[src/rtl/window_max_pool.sv]
// Sliding FILTER_SIZE x FILTER_SIZE window with a two-stage max-reduction pipeline.
// A window accepted on a strobe edge yields pool_out / pool_valid two edges later.
module window_max_pool #(
  parameter int FILTER_SIZE = 2,
  parameter int DATA_WIDTH  = 8,
  parameter bit SIGNED      = 1'b0
) (
  input  logic                              clk,
  input  logic                              rst_n,
  input  logic                              clk_en,
  input  logic [FILTER_SIZE*DATA_WIDTH-1:0] col_in,
  input  logic                              win_valid_in,
  output logic [DATA_WIDTH-1:0]             pool_out,
  output logic                              pool_valid
);

  function automatic logic f_gt(input logic [DATA_WIDTH-1:0] a, input logic [DATA_WIDTH-1:0] b);
    if (SIGNED) return $signed(a) > $signed(b);
    else        return a > b;
  endfunction

  logic [DATA_WIDTH-1:0] r_win     [FILTER_SIZE][FILTER_SIZE];
  logic [DATA_WIDTH-1:0] r_row_max [FILTER_SIZE];
  logic [DATA_WIDTH-1:0] w_row_max [FILTER_SIZE];
  logic [DATA_WIDTH-1:0] w_win_max;
  logic                  r_v0;
  logic                  r_v1;

  // Column FILTER_SIZE-1 is the newest; the window only moves on a strobe.
  always_ff @(posedge clk or negedge rst_n) begin
    if (!rst_n) begin
      for (int r = 0; r < FILTER_SIZE; r++)
        for (int c = 0; c < FILTER_SIZE; c++)
          r_win[r][c] <= '0;
    end else if (clk_en) begin
      for (int r = 0; r < FILTER_SIZE; r++) begin
        for (int c = 0; c < FILTER_SIZE-1; c++)
          r_win[r][c] <= r_win[r][c+1];
        r_win[r][FILTER_SIZE-1] <= col_in[r*DATA_WIDTH +: DATA_WIDTH];
      end
    end
  end

  always_comb begin
    for (int r = 0; r < FILTER_SIZE; r++) begin
      w_row_max[r] = r_win[r][0];
      for (int c = 1; c < FILTER_SIZE; c++)
        if (f_gt(r_win[r][c], w_row_max[r])) w_row_max[r] = r_win[r][c];
    end
  end

  always_comb begin
    w_win_max = r_row_max[0];
    for (int r = 1; r < FILTER_SIZE; r++)
      if (f_gt(r_row_max[r], w_win_max)) w_win_max = r_row_max[r];
  end

  // Pipeline stages run every edge so strobe gaps never stall a result.
  always_ff @(posedge clk or negedge rst_n) begin
    if (!rst_n) begin
      r_v0       <= 1'b0;
      r_v1       <= 1'b0;
      pool_valid <= 1'b0;
      pool_out   <= '0;
      for (int r = 0; r < FILTER_SIZE; r++)
        r_row_max[r] <= '0;
    end else begin
      r_v0       <= clk_en & win_valid_in;
      r_v1       <= r_v0;
      pool_valid <= r_v1;
      for (int r = 0; r < FILTER_SIZE; r++)
        r_row_max[r] <= w_row_max[r];
      if (r_v1) pool_out <= w_win_max;
    end
  end

endmodule

[config.mk]
export PLATFORM = sky130hd
export DESIGN_NAME = window_max_pool
export DESIGN_NICKNAME = d
export VERILOG_FILES = /design/src/rtl/window_max_pool.sv
export SDC_FILE = /design/constraint.sdc
export NUM_CORES = 1
export LEC_CHECK = 0
export BUFFER_PORTS_ARGS = -buffer_cell sky130_fd_sc_hd__buf_2
export CORE_MARGIN = 5
export CORE_UTILIZATION = 40
export DETAILED_ROUTE_END_ITERATION = 10
export PLACE_DENSITY_LB_ADDON = 0.25
export SLEW_MARGIN = 40
export SYNTH_ARGS = -nofsm -noshare
export SYNTH_HDL_FRONTEND = slang
export SYNTH_SLANG_ARGS = --single-unit
[constraint.sdc]
create_clock -name clk -period 2.45 [get_ports clk]
set_input_delay 0 -clock clk [delete_from_list [all_inputs] [get_ports clk]]
set_output_delay 0 -clock clk [all_outputs]
set_load 0.02 [all_outputs]
== Word-level counts from Yosys, hierarchy flattened ==
Index checks and enable logic that the tools add are counted.
Operators by class
  $lt $le $gt $ge: 3
  multiplexer cells: 3
  bitwise operators: 1
Operators with widths (count)
  $gt A8 B8 Y1: 3
  $mux W8: 3
  $and A1 B1 Y1: 1
Word-level totals
  flip-flop bits (word level): 59
  input bits: 20
  word-level logic and storage cells: 17

== Logic depth before layout (Yosys ltp) ==
Gate-level depths: netlist of the first run.
  word-level depth: 2
  depth in mapped cells: 8
  depth with buffers taken out: 7

== Worst setup path after synthesis of the first run ==
OpenSTA, ideal clock, no wires.
  path kind: register to register
  from: reg r_row_max[5] (netlist bit)
  to: reg pool_out[0]
  data arrival time: 1.716 ns
  path slack: 0.587 ns
  stages on the path, launching flop included: 8
  path buffers: 1
  period minus slack after synthesis: 1.863 ns
  cell sequence: dfrtp_1 -> ha_1 -> a211o_1 -> a21oi_2 -> or3b_1 -> buf_6 -> nand3_2 -> o221ai_2
Between the ends
  longest elaborated chain between the ends: 2
Ends and longest elaborated chain
  start: declaration: line 23  | logic [DATA_WIDTH-1:0] r_row_max [FILTER_SIZE];
  start signal: indexed assignment: line 72  | r_row_max[r] <= w_row_max[r];
  $gt A8 B8 Y1: line 19  | else return a > b;
  $mux W8: line 55  | if (f_gt(r_row_max[r], w_win_max)) w_win_max = r_row_max[r];
  end signal: assignment: line 73  | if (r_v1) pool_out <= w_win_max;
  end: declaration: line 13  | output logic [DATA_WIDTH-1:0] pool_out,
Every way passes these cells.
A chain may end at the register's enable or synchronous reset.

== Final worst setup path of the first run ==
  from: reg r_row_max[5] (netlist bit)
  to: reg pool_out[1]
Same word-level chain as after synthesis.

==> reports/metrics.csv, run 1 <==
metric,value,unit
core-area,7250,µm²
setup_tns,0,ns
dp_hpwl,3730,µm
skew,0.00729,ns
drt-total-wl,5180,µm
clkPwrFrac,0.250,
tightest_slew,0.510,ns
wl_per_cell,12.5,µm
worstRegToRegCells,6,
yosysUniqueCellTypes,34,
fmax,0.485,GHz
timing.final.ws_setup,0.387,ns
grt.busiest_layer,met2,
pwr-share-seq,0.409,
drc,0,
dieArea,9320,µm²
grt_antenna_before_repair,0,
cp.required,2.64,ns
reg2reg_to,pool_out[1],
row_count,31,
gr-usage-met1,0.178,
syn-num-nets,301,
yosys_warnings,0,
clock_latency,0.32,ns
die_height,96.5,µm
grt_pass1_wl,9320,µm
seq_area_frac_synth,0.493,
intPower,2.10,mW
comb_power_share,0.341,
power_density,875,nW/µm²
numPortBuffers,28,
cp_slowest_stage_delay,0.57,ns
p_sw_frac,0.336,
period_needed,2.06,ns
htree_levels,3,
critical_path.top_delay_family,simple AND/OR/NAND/NOR gates,
netlist_area,2990,µm²
grt-ovfl-total,0,
start_kind,register,
end_kind,register,
drive_above_1_share,0.305,
grt_pass1_vias,1990,
antenna_cells,0,
crit_type,reg2reg,
syn_inst,257,
num-fill-cells,683,
drt_iter0_drc,80,
ff2ff_setup_slack,0.39,ns
rsz0062_at_grt,no,
io_pins,29,
hold_path_class,in2async,
ys_seq_elements,59,
grt_max_degree,50,
cap_viol_max_count,0,
place.gp.congestion,0.749,
relSlewSlack,0.660,
setup_violations,0,
ant_nets,0,
cts_made_buffers,9,
reg2reg_from,r_row_max[5],
final_util,0.498,
outcome,"finished, final reports clean",
die_x,96.5,µm
via_per_inst,4.70,
synth.avg_cell_area,11.7,µm²
min_period_over_period,0.842,
final_nets,355,
grt.total_usage,0.131,
initial_utilization,0.413,
ir_drop,0.354,mV
cts_resized,0,
drtPass1Iterations,4,
pre_cts_ws,0.364,ns
cpMaxStageDelayCell,or3b_1,
cp.arrival,2.25,ns
path_buf_inv,0,
met2_usage,0.198,
area_growth,20.7,%
cts.sinks,59,
path_max_fanout,8,
leakage,1.72,nW
cts_tree,done,
switchingPower,1.06,mW
vias,1946,
use_met3,0.0240,
root_buffer,clkbuf_8,
finalMaxSlewViolations,0,
cts.clk_slew.worst_paths,0.06,ns
cts_buffer_depth,2,
hold_viol_final,0,
crit_chain,ha_1 -> a211o_1 -> a21oi_2 -> or3b_1 -> nand3_2 -> o221ai_2,
## synthesized netlist by cell type
library cell	n	share of area
buf_1	2	0.0025
nand4_2	1	0.0042
nand2_1	26	0.033
and4_1	1	0.0029
and2_1	1	0.0021
buf_2	1	0.0017
buf_6	1	0.0038
nor2b_1	3	0.0063
or3b_1	1	0.0029
mux2_2	16	0.060
o21a_2	1	0.0029
mux2i_1	2	0.0067
o21a_1	3	0.0075
a211o_2	1	0.0033
mux2_1	16	0.060
ha_1	24	0.10
o21ai_1	5	0.0084
and2_2	1	0.0025
o221ai_2	8	0.040
a211o_1	1	0.0029
nor2_1	2	0.0025
dfrtp_1	59	0.49
a21boi_2	1	0.0038
nand3_2	8	0.027
and3_2	7	0.018
dlygate4sd1_1	1	0.0029
a21oi_2	3	0.0088
clkbuf_1	3	0.0038
a21oi_1	4	0.0067
o21ai_0	16	0.027
nand4_1	4	0.0084
a21o_2	1	0.0029
inv_1	32	0.040
and3_1	1	0.0021
## routing by layer
metal	part of all wire	wire, µm
met3	0.027	142
met4	0.022	116
met5	0	0
met1	0.50	2600
met2	0.45	2330
## sequential cells by signal (all words and copies together) (netlist names)
register,cells
pool_valid,1
pool_out,8
r_v1,1
r_win,32
r_row_max,16
r_v0,1
## timing repair
item                                    CTS  global route
endpoints found under the hold margin    32             0
hold buffers                             18             0
buffers inserted                          0             0
endpoints found under the setup margin    0             0
## worst reg2reg max path: stages (launching register included)
cell and delay [ns]:
dfrtp_1 0.37, ha_1 0.30, a211o_1 0.29, a21oi_2 0.16, or3b_1 0.57, nand3_2 0.16
o221ai_2 0.09
## power groups by stage
stage	clock network [mW]	logic, mW	registers, mW
global route	0.874	1.22	1.32
global placement	0	1.06	1.31
finish	0.792	1.08	1.29
floorplan	0	0.770	1.34
detailed placement	0	1.07	1.32
CTS	0.825	1.10	1.30
## final cells by class
| cell class | count | area, µm² | share of cell area |
|---|---|---|---|
| clock buffers | 13 | 169 | 0.0467 |
| clock inverters | 2 | 10.0 | 0.00277 |
| inverters | 32 | 120 | 0.0332 |
| multi-input cells | 158 | 1350 | 0.375 |
| flip-flops and latches | 59 | 1480 | 0.409 |
| well taps | 99 | 124 | 0.0343 |
| repair buffers | 51 | 360 | 0.0997 |
## layout by cell type, fill, tap and decap left out, types with 4 or more instances in the layout
master	instances
inv_1	32
dfrtp_1	58
mux2_1	16
clkbuf_8	12
mux2_2	16
ha_1	24
dlygate4sd3_1	18
nand2_1	26
o221ai_2	8
and3_2	7
buf_4	6
buf_2	27
a21oi_1	4
nand4_1	4
nand3_2	8
o21ai_1	5
o21ai_0	16
## worst max-delay path by stage
stage	cells after the start	slack (ns)	end	startpoint
finish	6	0.39	pool_out[1]	r_row_max[5]
global route	7	0.25	pool_out[2]	r_row_max[13]
CTS	6	0.34	pool_out[1]	r_row_max[5]
detailed placement	6	0.36	pool_out[1]	r_row_max[5]
global placement	6	0.38	pool_out[1]	r_row_max[5]
floorplan	7	0.59	pool_out[0]	r_row_max[5]
## stage by stage
stage / hold WS (ns) / power, mW / cell area, µm² / std cells
final: 0.136 / 3.16 / 3610 / 414
after global routing: 0.183 / 3.42 / 3610 / 414
after CTS: 0.129 / 3.22 / 3610 / 414
after detailed placement: -0.0509 / 2.39 / 3250 / 381
after global placement: -0.0534 / 2.38 / 3250 / 381
after floorplan: -0.296 / 2.11 / 2990 / 257
## cells by family after synthesis
| group | Yosys count | synth area share |
|---|---|---|
| flip-flops | 59 | 0.493 |
| AND/OR/NAND/NOR | 56 | 0.111 |
| AO/OA/AOI/OAI | 44 | 0.114 |
| buffers and inverters | 40 | 0.0547 |
| multiplexers | 34 | 0.127 |
| adder cells (fa/ha/maj) | 24 | 0.100 |
Note: power is estimated with default switching activity, not from simulation.
==> inputs of run 2 (changes only) <==
clock period = 1.8 ns   (was 2.45 ns; I/O delays follow)
==> reports/metrics.csv, run 2 (synthesis gave the netlist of run 1 again) <==
metric,value,unit,change
crit_type,reg2reg,,
cap_viol_max_count,0,,unchanged
grt_max_degree,60,,+20%
clkPwrFrac,0.280,,+0.030
cts_buffer_depth,2,,unchanged
violations,negative setup slack,,
wl_per_cell,13.3,µm,+6.0%
comb_power_share,0.399,,+0.058
reg2reg_from,r_row_max[5],,
reg2reg_to,pool_out[0],,
relSlewSlack,0.782,,+0.122
cts_made_buffers,9,,unchanged
wl_met3,158,µm,+11%
leakage,2.00,nW,+16%
timing.final.ws_setup,-0.101,ns,-0.488 ns
end_kind,register,,
drt_iter0_drc,55,,-31%
dp_hpwl,3940,µm,+5.7%
ff2ff_setup_slack,-0.10,ns,-0.49 ns
drtPass1Iterations,4,,unchanged
switchingPower,1.71,mW,+61%
place.gp.congestion,0.796,,+6.3%
area_growth,42.5,%,
root_buffer,clkbuf_8,,
met1Wirelength,2740,µm,+5.7%
fmax,0.526,GHz,+8.5%
skew,0.00941,ns,+0.00212 ns
die_x,96.5,µm,unchanged
setup_violations,10,,+10
design_area,4270,µm²,+18%
ir_drop,0.460,mV,+30%
p_sw_frac,0.310,,-0.0259
layout_commonest_cell,dfrtp_1,,
rsz0062_at_grt,yes,,
dieArea,9320,µm²,unchanged
numPortBuffers,28,,unchanged
hold_path_class,in2reg,,
die_height,96.5,µm,unchanged
startpoint,r_row_max[5],,
top_register,r_win,,
outcome,"finished, violations left",,
worstRegToRegCells,7,,+1
period_needed,1.90,ns,-0.162 ns
grt_antenna_before_repair,0,,unchanged
largest_reg_flops,32,,unchanged
grt_pass1_wl,10400,µm,+12%
pwr-share-seq,0.321,,-0.088
min_period_over_period,1.06,,+0.214
cp.required,1.99,ns,-0.65 ns
hold_viol_final,0,,unchanged
ant_nets,0,,unchanged
grt-ovfl-total,0,,unchanged
via_per_inst,4.76,,+1.4%
final_cell_mix,"dfrtp_1 (59), buf_4 (32), buf_2 (28), inv_1 (27), nand2_1 (25)",,
placed_area,3470,µm²,+6.7%
tightest_slew,0.328,ns,-0.182 ns
vias,2149,,+10%
start_kind,register,,
pre_cts_ws,-0.169,ns,-0.533 ns
intPower,3.80,mW,+81%
core-area,7250,µm²,unchanged
cts.clk_slew.worst_paths,0.07,ns,about the same
drt-total-wl,5980,µm,+15%
critical_path.endpoint,pool_out[0],,
antenna_cells,0,,unchanged
drive_above_1_share,0.494,,+0.190
finalMaxSlewViolations,0,,unchanged
cp.arrival,2.09,ns,-0.16 ns
htree_levels,3,,unchanged
top_regs,"r_win x32, r_row_max x16, pool_out x8",,
cts_tree,done,,
row_count,31,,unchanged
power_density,1290,nW/µm²,+47%
clock_latency,0.33,ns,about the same
routed.top_layer,met4,,
io_pins,29,,unchanged
grt_pass1_vias,2213,,+11%
met2_length,2940,µm,+26%
final_nets,391,,+10%
path_max_fanout,8,,unchanged
initial_utilization,0.413,,unchanged
drc,0,,unchanged
grt.total_usage,0.146,,+0.0147
cts.sinks,59,,unchanged
==> run 2: area by class of cell <==
type	instances	area, µm²
clock inverters	4	95.1
well taps	99	124
clock buffers	12	165
repair buffers	87	688
multi-input cells	158	1600
inverters	32	120
fillers	616	2990
flip-flops and latches	59	1480
==> run 2: repair_timing <==
action | CTS | global route
gates resized for setup | 30 | 21
setup endpoints to repair | 24 | 24
buffers inserted | 8 | 4
pin swaps | 7 | 13
hold buffers | 18 | 0
hold endpoints to repair | 76 | 0
==> run 2: through the flow <==
stage	hold slack, ns	setup TNS [ns]	total power [mW]	utilization	instances
2_1_floorplan	-0.296	-0.504	2.88	-	257
3_3_place_gp	0.0300	-2.53	3.47	0.478	405
3_5_place_dp	0.0287	-3.32	3.51	0.478	405
4_1_cts	0.122	-0.812	5.44	0.567	447
5_1_grt	0.170	-2.21	5.86	0.588	451
6_report	0.144	-0.740	5.51	0.588	451
==> run 2: power groups by stage <==
stage | sequential, mW | clock [mW] | combinational [mW]
after floorplan | 1.83 | 0 | 1.05
after CTS | 1.76 | 1.60 | 2.09
after global placement | 1.78 | 0 | 1.70
final | 1.77 | 1.54 | 2.20
after global routing | 1.79 | 1.64 | 2.42
after detailed placement | 1.78 | 0 | 1.74
==> run 2: how the worst min path moves through the flow <==
stage	slack (ns)	startpoint	to	cells after the start
after CTS	0.12	clk_en	r_win[30]	3
after global routing	0.17	clk_en	r_win[9]	3
after global placement	0.03	rst_n	r_win[7]	2
after detailed placement	0.03	rst_n	r_win[7]	2
final	0.14	clk_en	r_win[10]	3
after floorplan	-0.30	rst_n	pool_out[0]	0
==> run 2: routing by layer <==
metal | GRT usage | vias to the layer above
met3 | 0.0256 | 12
met4 | 0.0771 | 0
met1 | 0.188 | 1035
met5 | 0 | -
met2 | 0.234 | 29
li1 | - | 1073
==> run 2: critical path, stage by stage, from the launching register on <==
cell and delay (ns):
dfrtp_1 0.42, ha_4 0.25, a211o_1 0.28, a21oi_2 0.14
or3b_1 0.37, buf_6 0.16, nand3_2 0.08, o221ai_2 0.08
